===== src/rtl/updown_bcd_chain_if.sv =====
`default_nettype none
// ============================================================================
// Module   : updown_bcd_chain_if
// Brief    : Control/data bundle between button logic and the up/down counter.
// Revision : 1.0 - initial release
// ============================================================================
interface updown_bcd_chain_if #(
    parameter int DIGITS = 2,
    parameter int W      = 4
);
    logic                  en;
    logic                  load;
    logic                  inc;
    logic                  dec;
    logic [DIGITS*W-1:0]   loadin;
    logic [DIGITS*W-1:0]   count;
    logic                  at_max;
    logic                  at_min;
    logic                  carry_out;
    logic                  borrow_out;

    modport master (
        output en, load, inc, dec, loadin,
        input  count, at_max, at_min, carry_out, borrow_out
    );

    modport slave (
        input  en, load, inc, dec, loadin,
        output count, at_max, at_min, carry_out, borrow_out
    );
endinterface
`default_nettype wire


===== src/rtl/updown_bcd_chain.sv =====
`default_nettype none
// ============================================================================
// Module   : updown_bcd_chain
// Brief    : Cascaded multi-digit modulo up/down counter with load, wrap/sat.
// Revision : 1.0 - initial release
// ============================================================================
module updown_bcd_chain #(
    parameter int DIGITS = 2,
    parameter int W      = 4,
    parameter int MOD    = 10,
    parameter int SAT    = 0,
    parameter int EDGE   = 1
) (
    input  wire logic            clk,
    input  wire logic            rst,
    updown_bcd_chain_if.slave    bus
);
    localparam int             c_CW      = DIGITS * W;
    localparam logic [W-1:0]   c_DIG_MAX = W'(MOD - 1);
    localparam logic [W:0]     c_MOD_EXT = (W+1)'(MOD);

    logic [c_CW-1:0] r_count;
    logic [c_CW-1:0] w_count_nxt;
    logic [c_CW-1:0] w_inc_val;
    logic [c_CW-1:0] w_dec_val;
    logic [c_CW-1:0] w_ld_val;
    logic            r_inc_q;
    logic            r_dec_q;
    logic            r_carry;
    logic            r_borrow;
    logic            w_carry_nxt;
    logic            w_borrow_nxt;
    logic [DIGITS:0] w_lo_max;
    logic [DIGITS:0] w_lo_min;
    logic            w_up_req;
    logic            w_dn_req;
    logic            w_up;
    logic            w_dn;
    logic            w_all_max;
    logic            w_all_min;

    assign w_up_req = (EDGE != 0) ? (bus.inc & ~r_inc_q) : bus.inc;
    assign w_dn_req = (EDGE != 0) ? (bus.dec & ~r_dec_q) : bus.dec;
    assign w_up     = bus.en & w_up_req & ~w_dn_req;
    assign w_dn     = bus.en & w_dn_req & ~w_up_req;

    // w_lo_max[i] / w_lo_min[i]: every digit below i is at its max / zero
    assign w_lo_max[0] = 1'b1;
    assign w_lo_min[0] = 1'b1;

    generate
        for (genvar gi = 0; gi < DIGITS; gi++) begin : g_digit
            logic [W-1:0] w_dig;
            logic [W-1:0] w_ld_dig;
            logic         w_is_max;
            logic         w_is_min;

            assign w_dig    = r_count[gi*W +: W];
            assign w_ld_dig = bus.loadin[gi*W +: W];
            assign w_is_max = (w_dig == c_DIG_MAX);
            assign w_is_min = (w_dig == '0);

            assign w_lo_max[gi+1] = w_lo_max[gi] & w_is_max;
            assign w_lo_min[gi+1] = w_lo_min[gi] & w_is_min;

            assign w_inc_val[gi*W +: W] = !w_lo_max[gi] ? w_dig :
                                          (w_is_max ? '0 : w_dig + W'(1));
            assign w_dec_val[gi*W +: W] = !w_lo_min[gi] ? w_dig :
                                          (w_is_min ? c_DIG_MAX : w_dig - W'(1));
            assign w_ld_val[gi*W +: W]  = ({1'b0, w_ld_dig} >= c_MOD_EXT) ?
                                          c_DIG_MAX : w_ld_dig;
        end
    endgenerate

    assign w_all_max = w_lo_max[DIGITS];
    assign w_all_min = w_lo_min[DIGITS];

    // In saturate mode a step past either end is simply dropped
    always_comb begin
        w_count_nxt  = r_count;
        w_carry_nxt  = 1'b0;
        w_borrow_nxt = 1'b0;
        if (bus.load) begin
            w_count_nxt = w_ld_val;
        end else if (w_up) begin
            if (!(w_all_max && (SAT != 0))) begin
                w_count_nxt = w_inc_val;
                w_carry_nxt = w_all_max;
            end
        end else if (w_dn) begin
            if (!(w_all_min && (SAT != 0))) begin
                w_count_nxt  = w_dec_val;
                w_borrow_nxt = w_all_min;
            end
        end
    end

    // Edge registers reset high so a request held across reset is not a step
    always_ff @(posedge clk or posedge rst) begin
        if (rst) begin
            r_count  <= '0;
            r_carry  <= 1'b0;
            r_borrow <= 1'b0;
            r_inc_q  <= 1'b1;
            r_dec_q  <= 1'b1;
        end else begin
            r_count  <= w_count_nxt;
            r_carry  <= w_carry_nxt;
            r_borrow <= w_borrow_nxt;
            r_inc_q  <= bus.inc;
            r_dec_q  <= bus.dec;
        end
    end

    assign bus.count      = r_count;
    assign bus.at_max     = w_all_max;
    assign bus.at_min     = w_all_min;
    assign bus.carry_out  = r_carry;
    assign bus.borrow_out = r_borrow;

endmodule
`default_nettype wire

===== src/flat_wrapper.sv =====
// flat-port wrapper written by rule: the top's interface ports become plain ports
module updown_bcd_chain_flat 
#(
    parameter int DIGITS = 2,
    parameter int W      = 4,
    parameter int MOD    = 10,
    parameter int SAT    = 0,
    parameter int EDGE   = 1
)
  (clk, rst, bus_en, bus_load, bus_inc, bus_dec, bus_loadin, bus_count, bus_at_max, bus_at_min, bus_carry_out, bus_borrow_out);
  updown_bcd_chain_if #(.DIGITS(DIGITS), .W(W)) bus_i ();
  input  wire logic clk;
  input  wire logic rst;
  input wire logic [$bits(bus_i.en)-1:0] bus_en;
  input wire logic [$bits(bus_i.load)-1:0] bus_load;
  input wire logic [$bits(bus_i.inc)-1:0] bus_inc;
  input wire logic [$bits(bus_i.dec)-1:0] bus_dec;
  input wire logic [$bits(bus_i.loadin)-1:0] bus_loadin;
  output wire logic [$bits(bus_i.count)-1:0] bus_count;
  output wire logic [$bits(bus_i.at_max)-1:0] bus_at_max;
  output wire logic [$bits(bus_i.at_min)-1:0] bus_at_min;
  output wire logic [$bits(bus_i.carry_out)-1:0] bus_carry_out;
  output wire logic [$bits(bus_i.borrow_out)-1:0] bus_borrow_out;
  assign bus_i.en = bus_en;
  assign bus_i.load = bus_load;
  assign bus_i.inc = bus_inc;
  assign bus_i.dec = bus_dec;
  assign bus_i.loadin = bus_loadin;
  assign bus_count = bus_i.count;
  assign bus_at_max = bus_i.at_max;
  assign bus_at_min = bus_i.at_min;
  assign bus_carry_out = bus_i.carry_out;
  assign bus_borrow_out = bus_i.borrow_out;
  updown_bcd_chain #(.DIGITS(DIGITS), .W(W), .MOD(MOD), .SAT(SAT), .EDGE(EDGE)) u_core (.clk(clk), .rst(rst), .bus(bus_i));
endmodule

===== config.mk =====
export PLATFORM = sky130hd
export DESIGN_NAME = updown_bcd_chain_flat
export DESIGN_NICKNAME = d
export VERILOG_FILES = /design/src/rtl/updown_bcd_chain_if.sv /design/src/rtl/updown_bcd_chain.sv /design/src/flat_wrapper.sv
export SDC_FILE = /design/constraint.sdc
export NUM_CORES = 1
export LEC_CHECK = 0
export BUFFER_PORTS_ARGS = -buffer_cell sky130_fd_sc_hd__buf_2
export CAP_MARGIN = 20
export CORE_MARGIN = 1.5
export CORE_UTILIZATION = 30
export CTS_CLUSTER_SIZE = 28
export DETAILED_ROUTE_END_ITERATION = 8
export GPL_TIMING_DRIVEN = 0
export HOLD_SLACK_MARGIN = 0.15
export PLACE_DENSITY_LB_ADDON = 0.05
export SYNTH_ARGS = -nofsm -noshare
export SYNTH_HDL_FRONTEND = slang
export SYNTH_SLANG_ARGS = --single-unit

===== constraint.sdc =====
create_clock -name clk -period 1.83 [get_ports clk]
set_input_delay 0.183 -clock clk [delete_from_list [all_inputs] [get_ports clk]]
set_output_delay 0.183 -clock clk [all_outputs]
set_load 0.01 [all_outputs]

==> run metrics, run 1 <==
Final nets 167; clk_skew 6.11 ps; CP max FO 5; register area 304 sq um; Final WS setup -83.7 ps; area of the multi-input gates 644 sq um; GR Overflow Total 0; DP Area 1110 sq um; via count 1016; # DRC 0; Initial Utilization a little under a third; DIE WIDTH 58.7 microns; area delta synth->final 37.9%; DIE AREA 3450 sq um; total track usage 15.9%; Max VDD drop between 0.2 and 0.25 mV; initial DRC count 27; RePlAce Congestion 0.858; Final min period 1910 ps; unrepaired setup endpoints after global routing yes; Sink Count 12; largest net degree at the start of global routing 13; LEAKAGE 0.535 nW; critical hold path startpoint bus_loadin[5]; Final TNS setup -120 ps; via count of the first global-routing pass 950; status finished, violations left; Worst Path Arrival 1730 ps; crit share post-route 105%; Final HPWL DP 1850 microns; PortBufs 25; Synth Warn # 0; share of post-route cells with drive strength above 1 a little over a third; max-slew violations 0; CP Class flop to output port; crit path launch type flop; Clock Tree Buf Depth 2; syn_area_per_cell between 8 and 9 sq um; register bit count reported by yosys 12; internal reg-to-reg setup slack -30 ps; Rows 20; DRT antenna net count 0; pre-CTS WS -116 ps; Clock Tree Root clkbuf_4; Max-slew headroom 67.9%; Via-to-Cell Ratio 5.49; Fill cells 322; final WL approximately 2700 microns; max_cap viols 0; Final Hold Vio Count 0; CP startpoint u_core.bus.count[3]$_DFFE_PP0P_; Post-Syn Nets 129; # setup viols final 3; diode count 0; Netlist Area Pre-Place 932 sq um; PwrDens 619 nW/um^2; crit end category output port; CTS tree done; Non-Filler Instances 185; commonest non-fill, non-tap cell in the layout buf_2; routed wire length per instance 14.4 microns; DP Cell Count 173; Peak Freq ~520 MHz; CTS Buf Count 3; register area share after synthesis between 30% and 40%; core box area 3000 sq um; Crit Reg-Reg Startpoint u_core.bus.count[3]$_DFFE_PP0P_; Worst Tran Pin Value between 400 and 500 ps; initial antenna violation count 0; Cells after Synth 115; clock transition at the registers of the reported paths 80 ps; Hold WC Path Type input port to flop; Distinct cells, synth 46; clock latency on the worst-skew pair 280 ps; ports placed on the boundary 26; Worst EP required roughly 1700 ps; DR pass1 iterations 4; failing checks negative setup slack; final instance area around 1300 sq um; most frequent cells in the layout 25 x buf_2, 11 x o21ai_0, 9 x dfrtp_1; first-pass GRT wire length 4210 microns; # H-tree levels 1; Die Span Y 58.7 microns
==> cells by family after synthesis <==
kind of cell | synth area share (%)
AO/OA/AOI/OAI | 26.0
flip-flops | 32.5
XOR/XNOR | 4.70
AND/OR/NAND/NOR | 28.2
buffers and inverters | 6.31
multiplexers | 2.28
==> sequential cells by signal (all words and copies together), names as in the netlist <==
signal / cells
u_core.r_inc_q: 1
u_core.bus.borrow_out: 1
u_core.r_dec_q: 1
u_core.bus.carry_out: 1
u_core.bus.count: 8
==> final cells by class <==
type | count | area share [%]
repair buffers | 36 | 17.3
clock buffers | 4 | 2.04
well taps | 33 | 3.21
plain buffers | 5 | 2.14
inverters | 5 | 1.46
flip-flops and latches | 12 | 23.7
multi-input cells | 90 | 50.1
==> Yosys cell counts, drive strengths merged <==
cell type  count  area share (%)
o21ai         11             5.9
dfrtp         10              27
a21oi          9             5.2
nand2          9             3.6
nor2           7             2.8
clkbuf         6             2.6
nor3           6             3.2
inv            4             1.6
nand3          4             2.1
xnor2          4             3.8
nor2b          3             2.0
nor4           3             2.0
o211ai         3             3.0
a311o          2             2.1
a31oi          2             1.3
and3           2             1.3
buf            2             1.7
dfstp          2             5.6
nand2b         2             1.3
or3            2             1.3
a221o          1             1.1
a221oi         1            0.94
a22oi          1            0.81
a2bb2oi        1            0.94
and2b          1             1.1
and4           1            0.94
clkinv         1            0.40
mux2           1             1.2
mux2i          1             1.1
nand3b         1            0.81
nand4          1            0.67
nand4bb        1             1.2
nor3b          1            0.81
nor4b          1            0.94
o21a           1            0.81
o31a           1            0.94
o31ai          1            0.81
o32ai          1            0.94
o41a           1             1.2
or2            1            0.67
or4            1             1.2
xor2           1            0.94
==> per-stage QoR <==
step,total power [mW],hold slack [ps],util [%]
floorplan,0.494,46.3,-
global placement,0.576,239,37.0
global route,0.847,211,42.8
CTS,0.788,188,41.5
finish,0.796,201,42.8
detailed placement,0.574,235,37.0
==> final timing paths <==
path | depth (start not counted) | endpoint
setup / recovery | 4 | bus_at_min
hold / removal | 3 | u_core.bus.count[5]$_DFFE_PP0P_
setup reg to reg | 6 | u_core.bus.count[6]$_DFFE_PP0P_
hold reg to reg | 2 | u_core.bus.count[7]$_DFFE_PP0P_
max in group asynchronous | 3 | u_core.r_inc_q$_DFF_PP1_
min in group asynchronous | 3 | u_core.bus.count[6]$_DFFE_PP0P_
==> per-layer routing <==
layer	up-vias	GRT usage, %	part of all wire (%)
li1	501	-	-
met1	487	21.1	48
met2	23	26.3	47
met3	5	1.32	3.2
met4	0	6.82	2.0
met5	-	0	0
==> where the power goes <==
| part | leakage (nW) | switching [mW] | total (mW) | internal [mW] |
|---|---|---|---|---|
| Sequential | 0.144 | 0.0263 | 0.315 | 0.289 |
| Combinational | 0.375 | 0.165 | 0.301 | 0.136 |
| Clock | 0.0150 | 0.0947 | 0.179 | 0.0846 |
| Total | 0.535 | 0.286 | 0.796 | 0.510 |
==> what timing repair did <==
item,in CTS,in global routing
setup buffers,3,2
pin swaps,3,4
resized for setup,6,8
setup endpoints to repair,6,7
hold endpoints to repair,15,0
hold buffers,6,0
==> worst max-delay path, stage by stage, from the launching register on <==
cell and delay [ps]:
dfrtp_1 390, buf_6 130, or4_4 540, nor4b_4 230
buf_2 170
Note: power is estimated with default switching activity, not from simulation.
==> inputs of run 2 (changes only) <==
CTS_BUF_LIST = sky130_fd_sc_hd__clkbuf_16   (was default)
==> run 2 against run 1 <==
Compared with the run above:
- the flow still finishes with violations (negative setup slack)
- final area rose by 4.1%
- critical path depth is the same
- core utilization grew 1.8 points
- clock skew decreased by 2.7 ps
- global-route usage up 0.14 points
- non-clock buffer count unchanged
- hold slack got worse by 23 ps
- cell count unchanged
- combinational power barely moved
- die area stayed put
- critical path type unchanged
==> run metrics, run 2 (synthesis gave the netlist of run 1 again) <==
Final TNS setup -27.3 ps; Final nets roughly 170; unrepaired setup endpoints after global routing yes; area delta synth->final 43.5%; total track usage 16.0%; crit path launch type flop; Hold WC Path Type input port to flop; slowest CP cell or4_4; largest net degree at the start of global routing 13; crit-path cells buf_6 -> or4_4 -> nor4b_4 -> buf_2; via count roughly 1k; DIE WIDTH 58.7 microns; pre-CTS WS -116 ps; Pint 0.720 mW; Final HPWL DP 1850 microns; most frequent cells in the layout 25 x buf_2, 10 x o21ai_0, 9 x dfrtp_1; RePlAce Congestion roughly 0.86; DP Cell Count 173; Worst Tran Pin Value 476 ps; crit share post-route 101%; Fill cells 309; diode count 0; Max VDD drop 0.259 mV; Largest stage delay, worst path between 500 and 600 ps; DRT antenna net count 0; first-pass GRT wire length 4280 microns; CP Class flop to output port; Initial Utilization 31.0%; ports placed on the boundary 26; CTS tree done; Clock Tree Buf Depth 2; number of flip-flops under the largest register name 8; Crit path max-delay family simple AND/OR/NAND/NOR gates; Non-Filler Instances 185; clk_skew 3.37 ps; Final min period 1860 ps; net load switching power 0.308 mW; Worst EP required 1650 ps; Rows 20; clock transition at the registers of the reported paths around 40 ps; core box area between 3000 and 4000 sq um; GR Overflow Total 0; crit end category output port; Via-to-Cell Ratio 5.44; LEAKAGE 0.573 nW; Die Span Y slightly below 60 microns; # DRC 0; worst path bufs/invs 2; net switching share of the total power 30.0%; Final WS setup -27.3 ps; # H-tree levels 1; Sink Count 12; Max-slew headroom 68.2%; final instance area between 1000 and 1500 sq um; DP Area 1110 sq um; Logic pwr share 29.3%; clock latency on the worst-skew pair 240 ps; max_cap viols 0; max-slew violations 0; Clock power frac 39.4%; CTS Buf Count 3; Seq pwr share 31.3%; Final Hold Vio Count 0; CP max FO 4; share of post-route cells with drive strength above 1 a little under two fifths; routed wire length per instance 14.1 microns; initial antenna violation count 0; Finished Core Util between 40% and 50%; final WL 2600 microns; Clock Tree Root clkbuf_16; status finished, violations left; initial DRC count 13; DR pass1 iterations 4; Peak Freq 538 MHz; PwrDens about 770 nW/um^2; Worst Path Arrival between 1500 and 2000 ps; PortBufs 25; failing checks negative setup slack; commonest non-fill, non-tap cell in the layout buf_2; DIE AREA 3450 sq um; via count of the first global-routing pass 942; # setup viols final 1
[run 2: cell count changes in the layout (fill, tap and decap cells not counted), sizes merged]
cell	previous run	this run
buf	31	34
clkbuf	8	7
dlygate4sd3	6	3
inv	4	5
[run 2: power by group through the flow]
stage          clock network, mW  registers (mW)  logic (mW)
6_report                   0.405           0.321       0.301
5_1_grt                    0.427           0.325       0.329
4_1_cts                    0.416           0.315       0.277
3_5_place_dp                   0           0.317       0.257
3_3_place_gp                   0           0.317       0.259
2_1_floorplan                  0           0.322       0.171
[run 2: what timing repair did]
item	4_1_cts	5_1_grt
endpoints found under the setup margin	6	6
hold endpoints to repair	12	0
pin swaps	3	2
hold buffers	3	0
buffers inserted	2	6
resized for setup	7	9
[run 2: worst paths after layout]
| kind | start | end | slack, ps | cells past startpoint |
|---|---|---|---|---|
| hold / removal | bus_loadin[7] | u_core.bus.count[7]$_DFFE_PP0P_ | 180 | 3 |
| hold reg to reg | u_core.bus.count[1]$_DFFE_PP0P_ | u_core.bus.count[2]$_DFFE_PP0P_ | 680 | 2 |
| max in group asynchronous | rst | u_core.r_inc_q$_DFF_PP1_ | 980 | 3 |
| min in group asynchronous | rst | u_core.bus.count[6]$_DFFE_PP0P_ | 490 | 3 |
| setup / recovery | u_core.bus.count[3]$_DFFE_PP0P_ | bus_at_min | -30 | 4 |
| setup reg to reg | u_core.bus.count[3]$_DFFE_PP0P_ | u_core.bus.count[5]$_DFFE_PP0P_ | 0 | 6 |
[run 2: layout make-up]
cell class | count | area, sq um | area share (%)
Multi-Input combinational cell | 90 | 648 | 48.5
Tap cell | 33 | 41.3 | 3.09
Clock buffer | 3 | 75.1 | 5.61
Buffer | 5 | 27.5 | 2.06
Clock inverter | 1 | 3.75 | 0.281
Inverter | 5 | 18.8 | 1.40
Sequential cell | 12 | 304 | 22.7
Timing Repair Buffer | 36 | 219 | 16.4
[run 2: worst reg2reg max path: stages (launching register included)]
cell and delay (ps):
dfrtp_1 380, buf_6 120, or4_4 530, a21oi_4 150, mux2i_1 110, o41a_1 350, a21oi_2 120
[run 2: per-stage QoR]
| stage | power (mW) | hold WS, ps |
|---|---|---|
| 3_3_place_gp | 0.576 | 239 |
| 6_report | 1.03 | 179 |
| 5_1_grt | 1.08 | 212 |
| 3_5_place_dp | 0.574 | 235 |
| 4_1_cts | 1.01 | 180 |
| 2_1_floorplan | 0.494 | 46.3 |
[run 2: layer usage]
metal / GRT usage [%] / part of all wire (%) / up-vias
li1: - / - / 505
met1: 21.9 / 47 / 471
met2: 25.4 / 47 / 25
met3: 1.98 / 3.7 / 5
met4: 6.82 / 2.1 / 0
met5: 0 / 0 / -
